File: src/rtl/mlu_serial_if.sv
// mlu_serial_if: bundles the control-unit request/response signals and the
// nibble-wide link to the combinational mlu_slice into one interface.
// The "slave" side is the sequencer. The "master" side is its environment:
// the control unit together with the slice, which drives SLICE_OUT back.
interface mlu_serial_if #(
    parameter int WIDTH = 32
);
    logic             START;
    logic [2:0]       OP;
    logic [WIDTH-1:0] A;
    logic [WIDTH-1:0] B;
    logic             BUSY;
    logic             DONE;
    logic [WIDTH-1:0] OUT;
    logic             ZERO;
    logic             CARRY;
    logic             OVERFLOW;
    logic [3:0]       SLICE_A;
    logic [3:0]       SLICE_B;
    logic [2:0]       SLICE_OP;
    logic             SLICE_C_IN;
    logic [7:0]       SLICE_OUT;

    modport master (
        output START, OP, A, B, SLICE_OUT,
        input  BUSY, DONE, OUT, ZERO, CARRY, OVERFLOW,
        input  SLICE_A, SLICE_B, SLICE_OP, SLICE_C_IN
    );

    modport slave (
        input  START, OP, A, B, SLICE_OUT,
        output BUSY, DONE, OUT, ZERO, CARRY, OVERFLOW,
        output SLICE_A, SLICE_B, SLICE_OP, SLICE_C_IN
    );
endinterface

File: src/rtl/mlu_serial.sv
// mlu_serial: nibble-serial sequencer for a single combinational mlu_slice.
// Latches a WIDTH-bit operation, feeds one nibble per cycle (LSB first),
// ripples the carry between cycles and assembles the result plus flags.
// WIDTH must be a multiple of 4 and at least 8.
// Optional build macro: MLU_SERIAL_OVERFLOW_EN adds a registered signed
// overflow flag; without it OVERFLOW is tied low and no logic is built.
// Opcode map shared with the slice:
//   0 NOP0, 1 ADD, 2 SUB, 3 AND, 4 OR, 5 XOR, 6 NOT, 7 NOP1.
module mlu_serial #(
    parameter int WIDTH = 32
) (
    input  logic        CLK,
    input  logic        N_RST,
    mlu_serial_if.slave bus
);

    localparam int NIB  = WIDTH / 4;
    localparam int IDXW = (NIB > 1) ? $clog2(NIB) : 1;
    localparam logic [IDXW-1:0] LAST_IDX = IDXW'(NIB - 1);

    localparam logic [2:0] MLU_ADD = 3'd1;
    localparam logic [2:0] MLU_SUB = 3'd2;

    typedef enum logic [1:0] {
        S_IDLE,
        S_RUN,
        S_DONE
    } state_t;

    state_t           r_state;
    state_t           w_nextState;
    logic [IDXW-1:0]  r_idx;
    logic [WIDTH-1:0] r_a;
    logic [WIDTH-1:0] r_b;
    logic [WIDTH-1:0] r_out;
    logic [2:0]       r_op;
    logic             r_carry;
    logic             r_zeroAcc;
    logic             r_zero;
    logic             r_carryFlag;

    logic             w_accept;
    logic             w_lastNib;
    logic             w_run;
    logic [3:0]       w_res;
    logic             w_carryNext;
    logic             w_zeroNext;
    logic             w_arith;
    logic             w_unusedSliceBit;

    // Decode the slice response for the nibble currently in flight.
    assign w_res            = bus.SLICE_OUT[3:0];
    assign w_carryNext      = bus.SLICE_OUT[5] | (bus.SLICE_OUT[4] & r_carry);
    assign w_zeroNext       = r_zeroAcc & bus.SLICE_OUT[6];
    assign w_unusedSliceBit = bus.SLICE_OUT[7];
    assign w_arith          = (r_op == MLU_ADD) || (r_op == MLU_SUB);
    assign w_run            = (r_state == S_RUN);

    // State register; an asynchronous reset aborts any operation in flight.
    always_ff @(posedge CLK or negedge N_RST) begin
        if (!N_RST) begin
            r_state <= S_IDLE;
        end else begin
            r_state <= w_nextState;
        end
    end

    // Next-state decode plus the accept and last-nibble strobes.
    always_comb begin
        w_nextState = r_state;
        w_accept    = 1'b0;
        w_lastNib   = 1'b0;
        case (r_state)
            S_IDLE: begin
                if (bus.START) begin
                    w_accept    = 1'b1;
                    w_nextState = S_RUN;
                end
            end
            S_RUN: begin
                if (r_idx == LAST_IDX) begin
                    w_lastNib   = 1'b1;
                    w_nextState = S_DONE;
                end
            end
            S_DONE: begin
                w_nextState = S_IDLE;
            end
            default: begin
                w_nextState = S_IDLE;
            end
        endcase
    end

    // Operand latch, carry ripple, result assembly and end-of-op flags.
    always_ff @(posedge CLK or negedge N_RST) begin
        if (!N_RST) begin
            r_idx       <= '0;
            r_a         <= '0;
            r_b         <= '0;
            r_op        <= '0;
            r_out       <= '0;
            r_carry     <= 1'b0;
            r_zeroAcc   <= 1'b0;
            r_zero      <= 1'b0;
            r_carryFlag <= 1'b0;
        end else if (w_accept) begin
            r_idx       <= '0;
            r_a         <= bus.A;
            r_b         <= bus.B;
            r_op        <= bus.OP;
            r_carry     <= (bus.OP == MLU_SUB);
            r_zeroAcc   <= 1'b1;
            r_zero      <= 1'b0;
            r_carryFlag <= 1'b0;
        end else if (w_run) begin
            r_out[{r_idx, 2'b00} +: 4] <= w_res;
            r_carry   <= w_carryNext;
            r_zeroAcc <= w_zeroNext;
            if (w_lastNib) begin
                r_idx       <= '0;
                r_zero      <= w_zeroNext;
                r_carryFlag <= w_arith ? w_carryNext : 1'b0;
            end else begin
                r_idx <= r_idx + 1'b1;
            end
        end
    end

`ifdef MLU_SERIAL_OVERFLOW_EN
    logic r_ovf;
    logic w_ovfNext;

    // Signed overflow from the operand sign bits and the top result nibble.
    always_comb begin
        w_ovfNext = 1'b0;
        if (r_op == MLU_ADD) begin
            w_ovfNext = (r_a[WIDTH-1] == r_b[WIDTH-1]) && (w_res[3] != r_a[WIDTH-1]);
        end else if (r_op == MLU_SUB) begin
            w_ovfNext = (r_a[WIDTH-1] != r_b[WIDTH-1]) && (w_res[3] != r_a[WIDTH-1]);
        end
    end

    // Overflow is cleared on accept and captured with the final nibble.
    always_ff @(posedge CLK or negedge N_RST) begin
        if (!N_RST) begin
            r_ovf <= 1'b0;
        end else if (w_accept) begin
            r_ovf <= 1'b0;
        end else if (w_lastNib) begin
            r_ovf <= w_ovfNext;
        end
    end

    assign bus.OVERFLOW = r_ovf;
`else
    assign bus.OVERFLOW = 1'b0;
`endif

    // Status outputs come straight from registers.
    assign bus.BUSY  = (r_state != S_IDLE);
    assign bus.DONE  = (r_state == S_DONE);
    assign bus.OUT   = r_out;
    assign bus.ZERO  = r_zero;
    assign bus.CARRY = r_carryFlag;

    // Slice inputs are selected from registered state only and held at 0 outside RUN.
    assign bus.SLICE_A    = w_run ? r_a[{r_idx, 2'b00} +: 4] : 4'd0;
    assign bus.SLICE_B    = w_run ? r_b[{r_idx, 2'b00} +: 4] : 4'd0;
    assign bus.SLICE_OP   = w_run ? r_op : 3'd0;
    assign bus.SLICE_C_IN = w_run ? r_carry : 1'b0;

endmodule
File: src/flat_wrapper.sv
// flat-port wrapper written by rule: the top's interface ports become plain ports
module mlu_serial_flat 
#(
    parameter int WIDTH = 32
)
  (CLK, N_RST, bus_START, bus_OP, bus_A, bus_B, bus_SLICE_OUT, bus_BUSY, bus_DONE, bus_OUT, bus_ZERO, bus_CARRY, bus_OVERFLOW, bus_SLICE_A, bus_SLICE_B, bus_SLICE_OP, bus_SLICE_C_IN);
  mlu_serial_if #(.WIDTH(WIDTH)) bus_i ();
  input  logic CLK;
  input  logic N_RST;
  input wire logic [$bits(bus_i.START)-1:0] bus_START;
  input wire logic [$bits(bus_i.OP)-1:0] bus_OP;
  input wire logic [$bits(bus_i.A)-1:0] bus_A;
  input wire logic [$bits(bus_i.B)-1:0] bus_B;
  input wire logic [$bits(bus_i.SLICE_OUT)-1:0] bus_SLICE_OUT;
  output wire logic [$bits(bus_i.BUSY)-1:0] bus_BUSY;
  output wire logic [$bits(bus_i.DONE)-1:0] bus_DONE;
  output wire logic [$bits(bus_i.OUT)-1:0] bus_OUT;
  output wire logic [$bits(bus_i.ZERO)-1:0] bus_ZERO;
  output wire logic [$bits(bus_i.CARRY)-1:0] bus_CARRY;
  output wire logic [$bits(bus_i.OVERFLOW)-1:0] bus_OVERFLOW;
  output wire logic [$bits(bus_i.SLICE_A)-1:0] bus_SLICE_A;
  output wire logic [$bits(bus_i.SLICE_B)-1:0] bus_SLICE_B;
  output wire logic [$bits(bus_i.SLICE_OP)-1:0] bus_SLICE_OP;
  output wire logic [$bits(bus_i.SLICE_C_IN)-1:0] bus_SLICE_C_IN;
  assign bus_i.START = bus_START;
  assign bus_i.OP = bus_OP;
  assign bus_i.A = bus_A;
  assign bus_i.B = bus_B;
  assign bus_i.SLICE_OUT = bus_SLICE_OUT;
  assign bus_BUSY = bus_i.BUSY;
  assign bus_DONE = bus_i.DONE;
  assign bus_OUT = bus_i.OUT;
  assign bus_ZERO = bus_i.ZERO;
  assign bus_CARRY = bus_i.CARRY;
  assign bus_OVERFLOW = bus_i.OVERFLOW;
  assign bus_SLICE_A = bus_i.SLICE_A;
  assign bus_SLICE_B = bus_i.SLICE_B;
  assign bus_SLICE_OP = bus_i.SLICE_OP;
  assign bus_SLICE_C_IN = bus_i.SLICE_C_IN;
  mlu_serial #(.WIDTH(WIDTH)) u_core (.CLK(CLK), .N_RST(N_RST), .bus(bus_i));
endmodule
File: config.mk
export PLATFORM = sky130hd
export DESIGN_NAME = mlu_serial_flat
export DESIGN_NICKNAME = d
export VERILOG_FILES = /design/src/rtl/mlu_serial_if.sv /design/src/rtl/mlu_serial.sv /design/src/flat_wrapper.sv
export SDC_FILE = /design/constraint.sdc
export NUM_CORES = 1
export LEC_CHECK = 0
export ABC_CLOCK_PERIOD_IN_PS = 4100
export CAP_MARGIN = 20
export CORE_ASPECT_RATIO = 0.9
export CORE_MARGIN = 1.5
export CORE_UTILIZATION = 41
export DETAILED_ROUTE_END_ITERATION = 10
export PLACE_DENSITY = 0.67
export SETUP_SLACK_MARGIN = 0.4
export SYNTH_ARGS = -nofsm -noshare
export SYNTH_HDL_FRONTEND = slang
export SYNTH_SLANG_ARGS = --single-unit
File: constraint.sdc
create_clock -name CLK -period 4.1 [get_ports CLK]
set_clock_uncertainty 0.2 [all_clocks]
set_input_delay 0.41 -clock CLK [delete_from_list [all_inputs] [get_ports CLK]]
set_output_delay 0.41 -clock CLK [all_outputs]
set_load 0.005 [all_outputs]
==> Word-level counts from Yosys, hierarchy flattened <==
Cells that the tools add are included.
{ "classes": {"n_shift": 4, "reduce_logical": 8, "n_mux": 26, "bitwise": 4, "eq_ne": 8, "n_addsub": 2} }
{ "ops": {"columns": ["op", "count"], "rows": [
  ["32-bit by 6-bit variable part select with 4-bit output", 2],
  ["32-bit bitwise mux", 1],
  ["4-bit by 7-bit variable shift with 32-bit output (first input constant)", 1],
  ["4-bit by 7-bit variable part select with 32-bit output", 1],
  ["1-bit two-way mux", 16],
  ["3-bit two-way mux", 4],
  ["4-bit two-way mux", 2],
  ["5-bit negator with 7-bit output", 1],
  ["3-bit by 2-bit == test with 1-bit output (second input constant)", 2],
  ["2-bit AND reduction", 3],
  ["2-bit nonzero test", 3],
  ["2-bit two-way mux", 2],
  ["2-bit inequality test (second input constant)", 2],
  ["2-bit one-hot mux with 2 select lines", 1],
  ["3-bit by 1-bit adder with 3-bit output (second input constant)", 1],
  ["3-bit by 1-bit == test with 1-bit output (second input constant)", 1],
  ["3-bit == test (second input constant)", 1],
  ["1-bit AND", 2],
  ["2-bit by 1-bit == test with 1-bit output (second input constant)", 1],
  ["2-bit == test (second input constant)", 1],
  ["2-bit logical NOT", 1],
  ["1-bit logical OR", 1],
  ["1-bit NOT", 1],
  ["1-bit bitwise OR", 1]
]} }
{ "totals": {"ff_bits": 108, "out_inout_bits": 49, "inputBits": 78, "elab_cells": 62} }

==> Logic depth before layout (Yosys ltp) <==
Gate-level depths: netlist (run 1).
{ "depth": {"ltp_word": 6, "mapped_depth": 9, "mapped_depth_nobuf": 6} }

==> Worst setup path after synthesis (run 1) <==
OpenSTA, ideal clock, no wires.
{ "synth_timing": {"kind": "register to register", "from": "register u_core.r_idx[0]", "to": "register u_core.r_out[20], in the netlist u_core.bus.OUT[20]", "arrival_ps": 2499, "required_ps": 3772, "path_stages_with_launch": 10, "n_path_buf": 3, "slack_ps": 1274, "path_cell_list": "dfrtp_1 -> buf_4 -> clkbuf_1 -> inv_1 -> ha_1 -> ha_1 -> nand2b_1 -> or4_1 -> clkbuf_1 -> mux2_1"} }
{ "synth_between": {"elab_chain_cells": 3, "word_cells_on_any_way": 4} }
{ "synth_lines": {"columns": ["element", "line_no", "source"], "rows": [
  ["from (decl)", "mlu_serial.sv:32", "logic [IDXW-1:0] r_idx;"],
  ["from (signal assigned)", "mlu_serial.sv:125", "r_idx <= r_idx + 1'b1;"],
  ["5-bit negator with 7-bit output (*)", "mlu_serial.sv:117", "r_out[{r_idx, 2'b00} +: 4] <= w_res;"],
  ["4-bit by 7-bit variable part select with 32-bit output / 4-bit by 7-bit variable shift with 32-bit output (equally long branches)", "mlu_serial.sv:117", null],
  ["32-bit bitwise mux (*)", "mlu_serial.sv:117", null],
  ["to (signal, indexed assignment)", "mlu_serial.sv:117", null],
  ["to (decl)", "mlu_serial.sv:35", "logic [WIDTH-1:0] r_out;"]
]} }
Mark *: on every way between the ends. The rest lies on a longest branch, timed or not.
A chain may end at the register's enable or synchronous reset.

==> Final worst setup path (run 1) <==
{ "layout_timing": {"from": "register u_core.r_idx[0]", "to": "output port bus_SLICE_B[2]"} }
{ "layout_between": {"elab_chain_cells": 2} }
{ "layout_lines": {"columns": ["element", "line_no", "source"], "rows": [
  ["32-bit by 6-bit variable part select with 4-bit output", "mlu_serial.sv:169", "assign bus.SLICE_B = w_run ? r_b[{r_idx, 2'b00} +: 4] : 4'd0;"],
  ["4-bit two-way mux", "mlu_serial.sv:169", null],
  ["to (decl)", "flat_wrapper.sv:22", "output wire logic [$bits(bus_i.SLICE_B)-1:0] bus_SLICE_B;"]
]} }
No other way between the ends.

==> results of run 1 <==
-- how the worst min path moves through the flow --
| stage | slack, ns | end | depth (start not counted) |
|---|---|---|---|
| CTS | 0.28 | u_core.r_b[5] | 2 |
| global placement | 0.25 | u_core.r_b[5] | 2 |
| finish | 0.27 | u_core.r_b[5] | 2 |
| floorplan | -0.09 | u_core.bus.CARRY | 0 |
| detailed placement | 0.26 | u_core.r_b[5] | 2 |
| global route | 0.29 | u_core.r_a[29] | 2 |
-- sequential cells by signal (all words and copies together), names as in the netlist --
signal,count
u_core.bus.OUT,32
u_core.r_a,32
u_core.r_b,32
u_core.r_idx,3
u_core.r_op,3
u_core.r_state,2
u_core.bus.CARRY,1
u_core.bus.ZERO,1
u_core.r_carry,1
u_core.r_zeroAcc,1
-- logic make-up after synthesis --
| family | synth area share [%] |
|---|---|
| AOI/OAI and AO/OA | 3.452 |
| DFF | 55.23 |
| buffers and inverters | 2.735 |
| xor gates and xnor gates | 0.1790 |
| and+or+nand+nor | 22.32 |
| other | 0.07663 |
| muxes | 14.73 |
| adders and majority gates | 1.278 |
-- worst register-to-register path: stages, from the launching register on --
cell and delay [ns]:
dfrtp_1 0.74, inv_1 0.10, ha_1 0.25, ha_1 0.40
nand2b_1 0.19, or4_1 0.54, mux2_1 0.36
-- Yosys cell counts (2+ instances only) --
master,number,area share [%]
nand3_1,3,0.31
buf_4,2,0.31
o31ai_1,2,0.31
nor4_2,2,0.51
nor2b_1,2,0.26
o21ai_0,4,0.41
buf_2,4,0.41
ha_1,5,1.3
clkbuf_1,19,1.5
or2_2,2,0.26
mux2_1,20,4.6
and2_1,4,0.51
nand2b_1,6,0.77
inv_1,4,0.31
nor4_4,2,0.87
mux2_2,44,10
nor3_1,8,0.82
dfrtp_1,108,55
nand2_1,208,16
a21oi_1,4,0.41
or4_1,3,0.46
o22ai_1,16,2.0
-- per-layer routing --
layer | vias up | routed length, µm | track usage [%] | part of all wire (%)
met5 | - | 0 | 0 | 0
met4 | 0 | 212 | 6.272 | 1.8
met3 | 16 | 496 | 3.936 | 4.3
met2 | 107 | 5580 | 31.40 | 48
met1 | 1796 | 5350 | 24.96 | 46
li1 | 1821 | - | - | -
-- per-stage QoR --
step	total power, mW	utilization, %	hold slack, ns	cell area [µm²]
after floorplan	3.203	-	-0.08559	4893
after global placement	4.122	54.26	0.2529	6255
after detailed placement	4.214	54.26	0.2588	6255
after CTS	5.146	57.10	0.2763	6583
after global routing	5.442	57.10	0.2940	6583
final	5.090	57.10	0.2725	6583
-- power by group --
| group | internal, mW | switching (mW) |
|---|---|---|
| clock | 0.536 | 0.378 |
| combinational | 1.24 | 1.05 |
| sequential | 1.58 | 0.310 |
| total | 3.36 | 1.74 |
-- area by class of cell --
type	count	area, µm²
fillers	987	4945
repair buffers	130	1286
clock buffers	10	229.0
clock inverters	6	88.84
flip-flops and latches	108	2703
inverters	5	18.77
well taps	156	195.2
multi-input cells	347	2062
==> flow_metrics.tcl, run 1 <==
set metrics [dict create \
    status "finished clean" \
    ys.flop_type "dfrtp_1" \
    io_buffers 124 \
    worstPathCellList "buf_4, mux2_2, o22ai_1, nor3_1, clkdlybuf4s50_1" \
    drt-total-wl_mm 11.64 \
    antenna_found_initial 0 \
    drtAntennaViolNets 0 \
    cts.clk_slew.worst_paths_ns 0.07 \
    io_pins 127 \
    cts_setup_buffers 0 \
    dr_total_vias 3740 \
    max_stage_delay_ns 0.74 \
    synth_seq_cells 108 \
    hold_violations 0 \
    synth.distinct_cells 37 \
    reg2reg_from "u_core.r_idx[0]" \
    setup.worst_path.class "reg2out" \
    drc 0 \
    gp_congestion 0.8155 \
    tightest_slew_ns 0.8916 \
    clockBufferDepth 2 \
    drive_above_1_share_pct 12.71 \
    ys_seq_area_share_pct 55.23 \
    grt_pass1_wl_mm 19.11 \
    vias_per_cell 4.908 \
    synthCells 487 \
    power.density_nw_per_um2 773.3 \
    pre_cts_ws_ns 1.136 \
    final-max-slew-violation-count 0 \
    die_x_um 118.2 \
    cts_root_buf "clkbuf_16" \
    drv_cap 0 \
    clock_sink_count 108 \
    synth-edff-count 0 \
    critPathBufInv 2 \
    grtUsageTotal_pct 18.94 \
    die_area_um2 12600 \
    wl_per_cell_um 15.27 \
    crit_fanout 25 \
    crit_slowest_cell "dfrtp_1" \
    cpLargestDelayFamily "buffers and inverters" \
    p_leak_nw 3.044 \
    synth_nets 570 \
    timing.critical_path.from "u_core.r_idx[0]" \
    drt_pass1_iterations 4 \
    fmax_mhz 303.1 \
    fin_crit_sh_pct 80.47 \
    timing.rr.end "u_core.bus.OUT[22]" \
    cp_data_arrival_time_ns 2.69 \
    n_antenna_cell 0 \
    gr-total-overflow 0 \
    initial_core_util_pct 42.45 \
    synthArstFlopShare_pct 100.0 \
    cts_hold_buffers 1 \
    dp.cells 745 \
    cp-endpoint "bus_SLICE_B[2]" \
    rsz0062_at_grt "no" \
    dp_hpwl_mm 8.305 \
    numCtsBuffers 9 \
    syn_area_um2 4893 \
    setup_violations 0 \
    drtIter0Drc 193 \
    area_growth_pct 34.52 \
    start_kind "register" \
    fin_crit_ns 3.299 \
    fin_ws_ns 0.8009 \
    htree_num_levels 3 \
    r2r.worst_path.cells 6 \
    nets 684 \
    synth_warnings 0 \
    ir_drop_mv 0.3429 \
    r2r_slack_ns 1.20 \
    final.setup.tns_ns 0 \
    hp-class "reg2reg" \
    clk_latency_ns 0.33 \
    placement_rows 37 \
    hp-start "u_core.r_b[5]" \
    core-area_um2 11530 \
    post_cts_resize_count 0 \
    cts_tree "yes" \
    layout_commonest_cell "nand2_1" \
    grt_pass1_vias 3803 \
    path_depth 5 \
    end_kind "primary output" \
    final_cells 762 \
    synth_area_per_cell_um2 10.05 \
    grt_max_degree 75 \
    final_cell_mix "nand2_1, clkdlybuf4s50_1, dfrtp_1" \
    slew_headroom_pct 40.56 \
    required_ns 3.49 \
    die_h_um 106.6 \
]
Power figures use the tool's default switching activity.
==> run 2, diff against run 1 <==
ABC_CLOCK_PERIOD_IN_PS = 2710   (was 4100)
PLACE_DENSITY = 0.7   (was 0.67)
clock period = 2.71 ns   (was 4.1 ns; I/O delays follow)
==> run 2 against run 1 <==
Register-to-register slack got worse by 0.83 ns. First-iteration DRC count increased by 11%. Cell area grew 6.4%. Combinational power increased by 86%. Sequential share of layout area decreased by 2.4 points. Core utilization is 3.7 points higher. Global-route usage is 0.81 points higher. Non-clock buffer count up 18. Die area is the same. Routed wire length rose by 3.8%. Worst hold slack worse by 0.068 ns. Sequential cell count did not move. Critical path type unchanged. Highest routed layer unchanged.
==> flow_metrics.tcl, run 2 (synthesis gave the netlist of run 1 again) <==
set metrics [dict create \
    worstPathCellList "buf_6, buf_12, mux2_2, o22ai_1, nor3_2, dlygate4sd2_1" \
    cp-endpoint "bus_SLICE_B[1]" \
    crit_slowest_cell "dfrtp_2" \
    placement_rows 37 \
    layout_commonest_cell "nand2_1" \
    max_stage_delay_ns 0.41 \
    cts_root_buf "clkbuf_16" \
    nets 702 \
    setup.worst_path.class "reg2out" \
    grt_pass1_wl_mm 19.69 \
    drt-total-wl_mm 12.08 \
    rsz0062_at_grt "yes" \
    fin_util_pct 60.77 \
    dp_hpwl_mm 8.185 \
    slew_headroom_pct 54.96 \
    htree_num_levels 3 \
    grt_max_degree 77 \
    start_kind "register" \
    cts_tree "yes" \
    end_kind "primary output" \
    io_pins 127 \
    status "finished clean" \
    power.density_nw_per_um2 1188 \
    gr-total-overflow 0 \
    fin_crit_sh_pct 88.18 \
    cp_data_arrival_time_ns 1.92 \
    initial_core_util_pct 42.45 \
    drive_above_1_share_pct 21.63 \
    die_h_um 106.6 \
    vias_per_cell 4.973 \
    timing.critical_path.from "u_core.r_idx[0]" \
    r2r_slack_ns 0.37 \
    drc 0 \
    fin_hold_ws_ns 0.2047 \
    crit_fanout 12 \
    final_cells 780 \
    die_area_um2 12600 \
    reg2reg_from "u_core.r_idx[0]" \
    dr_total_vias 3879 \
    final.setup.tns_ns 0 \
    final-max-slew-violation-count 0 \
    r2r.worst_path.cells 7 \
    grt_pass1_vias 3980 \
    setup_violations 0 \
    pre_cts_ws_ns 0.3555 \
    timing.rr.end "u_core.bus.OUT[28]" \
    cts.clk_slew.worst_paths_ns 0.07 \
    drv_cap 0 \
    hold_violations 0 \
    hp-class "in2async" \
    final_cell_mix "nand2_1, clkdlybuf4s50_1, dfrtp_1" \
    area_growth_pct 43.16 \
    grtUsageTotal_pct 19.75 \
    cpLargestDelayFamily "buffers and inverters" \
    drt_pass1_iterations 4 \
    fmax_mhz 418.5 \
    required_ns 2.24 \
    wl_per_cell_um 15.49 \
    numCtsBuffers 9 \
    gp_congestion 0.7577 \
    drtIter0Drc 214 \
    drtAntennaViolNets 0 \
    clk_latency_ns 0.34 \
    path_depth 6 \
    core-area_um2 11530 \
    critPathBufInv 3 \
    tightest_slew_ns 0.6742 \
    antenna_found_initial 0 \
    dp.cells 749 \
    io_buffers 124 \
    fin_ws_ns 0.3203 \
    clockBufferDepth 2 \
    p_leak_nw 3.274 \
    ir_drop_mv 0.4696 \
    clock_sink_count 108 \
    fin_crit_ns 2.390 \
    n_antenna_cell 0 \
    die_x_um 118.2 \
]
==> run 2: worst min path at each step <==
stage / end / depth (start not counted) / slack, ns / start
final: u_core.bus.OUT[18] / 2 / 0.20 / N_RST
after global routing: u_core.bus.OUT[18] / 2 / 0.24 / N_RST
after CTS: u_core.bus.OUT[18] / 2 / 0.21 / N_RST
after detailed placement: u_core.bus.OUT[18] / 1 / 0.03 / N_RST
after global placement: u_core.bus.OUT[19] / 1 / 0.03 / N_RST
after floorplan: u_core.bus.CARRY / 0 / -0.22 / N_RST
==> run 2: what timing repair did <==
action / 4_1_cts / 5_1_grt
pin swaps: 8 / 4
hold endpoints to repair: 32 / 0
gates resized for setup: 46 / 21
endpoints found under the setup margin: 28 / 41
hold buffers: 1 / 0
cloned: 1 / 0
buffers inserted: 11 / 2
==> run 2: routing by layer <==
layer | part of all wire, % | GRT usage, %
met2 | 48 | 32.02
met3 | 5.6 | 4.362
met1 | 45 | 26.97
met5 | 0 | 0
met4 | 1.3 | 5.314
==> run 2: worst reg2reg max path, delay by kind of cell, from the launching register on <==
| kind | cells | cell delay, ns |
|---|---|---|
| buffers and inverters | 2 | 0.20 |
| muxes | 1 | 0.36 |
| adders and majority gates | 2 | 0.37 |
| and+or+nand+nor | 2 | 0.66 |
| DFF | 1 | 0.44 |
==> run 2: metrics by stage <==
step	power, mW	area [µm²]
4_1_cts	8.138	6885
3_5_place_dp	6.496	6336
2_1_floorplan	4.937	4935
5_1_grt	8.873	7005
3_3_place_gp	6.354	6336
6_report	8.325	7005
==> run 2: cell type report <==
cell class | instances | area, µm²
clock inverters | 7 | 48.80
inverters | 5 | 18.77
well taps | 156 | 195.2
repair buffers | 148 | 1516
clock buffers | 9 | 225.2
flip-flops and latches | 108 | 2705
fillers | 952 | 4522
multi-input cells | 347 | 2296
==> run 2: power breakdown <==
group | internal [mW] | switching [mW]
Combinational | 2.38 | 1.88
Sequential | 2.39 | 0.461
Clock | 0.626 | 0.592
==> run 3, diff against run 2 <==
SETUP_SLACK_MARGIN = default   (was 0.4)
==> run 3 against run 2 <==
Global-route usage decreased by 0.23 points. Cell area decreased by 5.5%. Register-to-register slack got worse by 0.11 ns. Sequential share of layout area increased by 2.2 points. Core utilization decreased by 3.3 points. Critical path depth decreased by 1. Die area unchanged. Cell count decreased by 1.5%. Worst setup slack got worse by 0.23 ns. Power decreased by 7.5%. Count of clock-buffer cells in the layout increased by 1. Critical endpoint is now bus_SLICE_A[1]. Largest power group unchanged.
==> flow_metrics.tcl, run 3 (synthesis gave the netlist of run 1 again) <==
set metrics [dict create \
    gr-total-overflow 0 \
    max_stage_delay_ns 0.46 \
    drt_pass1_iterations 4 \
    drv_cap 0 \
    slew_headroom_pct 49.71 \
    initial_core_util_pct 42.45 \
    dp_hpwl_mm 8.385 \
    vias_per_cell 4.913 \
    hp-class "in2reg" \
    setup_violations 0 \
    grtUsageTotal_pct 19.52 \
    area_growth_pct 35.29 \
    ir_drop_mv 0.4869 \
    die_h_um 106.6 \
    io_buffers 124 \
    placement_rows 37 \
    hold_violations 0 \
    wl_per_cell_um 15.47 \
    drtAntennaViolNets 0 \
    cp_data_arrival_time_ns 2.15 \
    critPathBufInv 2 \
    cts.clk_slew.worst_paths_ns 0.07 \
    status "finished clean" \
    start_kind "register" \
    nets 690 \
    grt_max_degree 75 \
    tightest_slew_ns 0.7543 \
    final.setup.tns_ns 0 \
    final.fill_count 1009 \
    clock_sink_count 108 \
    crit_fanout 14 \
    power_frac_comb_pct 47.0 \
    drtIter0Drc 231 \
    drt-total-wl_mm 11.88 \
    die_area_um2 12600 \
    drc 0 \
    cpLargestDelayFamily "buffers and inverters" \
    p_int_mw 5.006 \
    fin_crit_ns 2.620 \
    clockBufferDepth 2 \
    p_sw_mw 2.695 \
    htree_num_levels 3 \
    dr_total_vias 3773 \
    gp_congestion 0.8149 \
    io_pins 127 \
    power.density_nw_per_um2 1163 \
    multi_input_area_um2 2069 \
    numCtsBuffers 9 \
    n_antenna_cell 0 \
    worstPathCellList "buf_6, mux2_2, o22ai_1, nor3_1, clkdlybuf4s50_1" \
    fin_crit_sh_pct 96.68 \
    drive_above_1_share_pct 14.22 \
    die_x_um 118.2 \
    report.power.total_mw 7.701 \
    cts_tree "yes" \
    p_leak_nw 3.075 \
    fin_ws_ns 0.08987 \
    clk_latency_ns 0.34 \
    core-area_um2 11530 \
    r2r_slack_ns 0.26 \
    crit_slowest_cell "clkdlybuf4s50_1" \
    required_ns 2.24 \
    grt_pass1_wl_mm 19.51 \
    final_cell_mix "nand2_1, clkdlybuf4s50_1, dfrtp_1" \
    final-max-slew-violation-count 0 \
    rsz0062_at_grt "no" \
    regArea_um2 2703 \
    end_kind "primary output" \
    layout_commonest_cell "nand2_1" \
    pre_cts_ws_ns 0.3545 \
    grt_pass1_vias 3853 \
    fmax_mhz 381.7 \
    cts_root_buf "clkbuf_16" \
    clockPowerShare_pct 16.4 \
    setup.worst_path.class "reg2out" \
    antenna_found_initial 0 \
    power_frac_seq_pct 36.6 \
    switching_share_pct 34.99 \
]
[run 3: path summary, 6_finish.rpt]
| path | start | to | depth (start not counted) |
|---|---|---|---|
| worst max-delay path | u_core.r_idx[0] | bus_SLICE_A[1] | 5 |
| worst min-delay path | bus_B[6] | u_core.r_b[6] | 3 |
| worst max register to register | u_core.r_idx[0] | u_core.bus.OUT[21] | 6 |
| worst min register to register | u_core.r_a[24] | u_core.r_a[24] | 2 |
| max in group asynchronous | N_RST | u_core.bus.OUT[30] | 3 |
| min in group asynchronous | N_RST | u_core.bus.OUT[9] | 2 |
[run 3: power by group through the flow]
stage	Combinational, mW	Sequential, mW	Clock, mW
after floorplan	2.10	2.75	0
after global placement	3.51	2.78	0
after detailed placement	3.60	2.83	0
after CTS	3.63	2.81	1.30
after global routing	3.98	2.92	1.36
final	3.62	2.81	1.26
[run 3: cell type report]
cell class	instances	area share [%]
repair buffers	136	20.36
multi-input cells	347	31.26
flip-flops and latches	108	40.82
inverters	5	0.2835
clock buffers	10	3.610
clock inverters	6	0.7182
well taps	156	2.948
[run 3: what timing repair did]
item                                    CTS  global route
hold buffers                              1             0
resized for setup                         1             6
hold endpoints to repair                 57             0
cloned                                    0             0
buffers inserted                          0             0
pin swaps                                 0             0
endpoints found under the setup margin    1             8
[run 3: routing by layer]
| metal | vias to the layer above | GRT usage, % | wire [µm] |
|---|---|---|---|
| li1 | 1840 | - | - |
| met1 | 1815 | 26.10 | 5486 |
| met2 | 107 | 32.27 | 5701 |
| met3 | 11 | 3.883 | 545 |
| met4 | 0 | 6.010 | 147 |
| met5 | - | 0 | 0 |
[run 3: worst reg2reg max path: stages (launching register included)]
cell and delay, ns:
dfrtp_1 0.44, inv_1 0.07, ha_1 0.22, ha_1 0.35, nand2b_1 0.17, or4_1 0.53, mux2_1 0.36
[run 3: per-stage QoR]
step | utilization (%) | instance area [µm²] | hold WS, ns | instances
global placement | 54.65 | 6300 | 0.1736 | 751
floorplan | - | 4895 | -0.2246 | 487
detailed placement | 54.65 | 6300 | 0.1832 | 751
CTS | 57.26 | 6600 | 0.2331 | 768
global route | 57.43 | 6620 | 0.2404 | 768
finish | 57.43 | 6620 | 0.2465 | 768
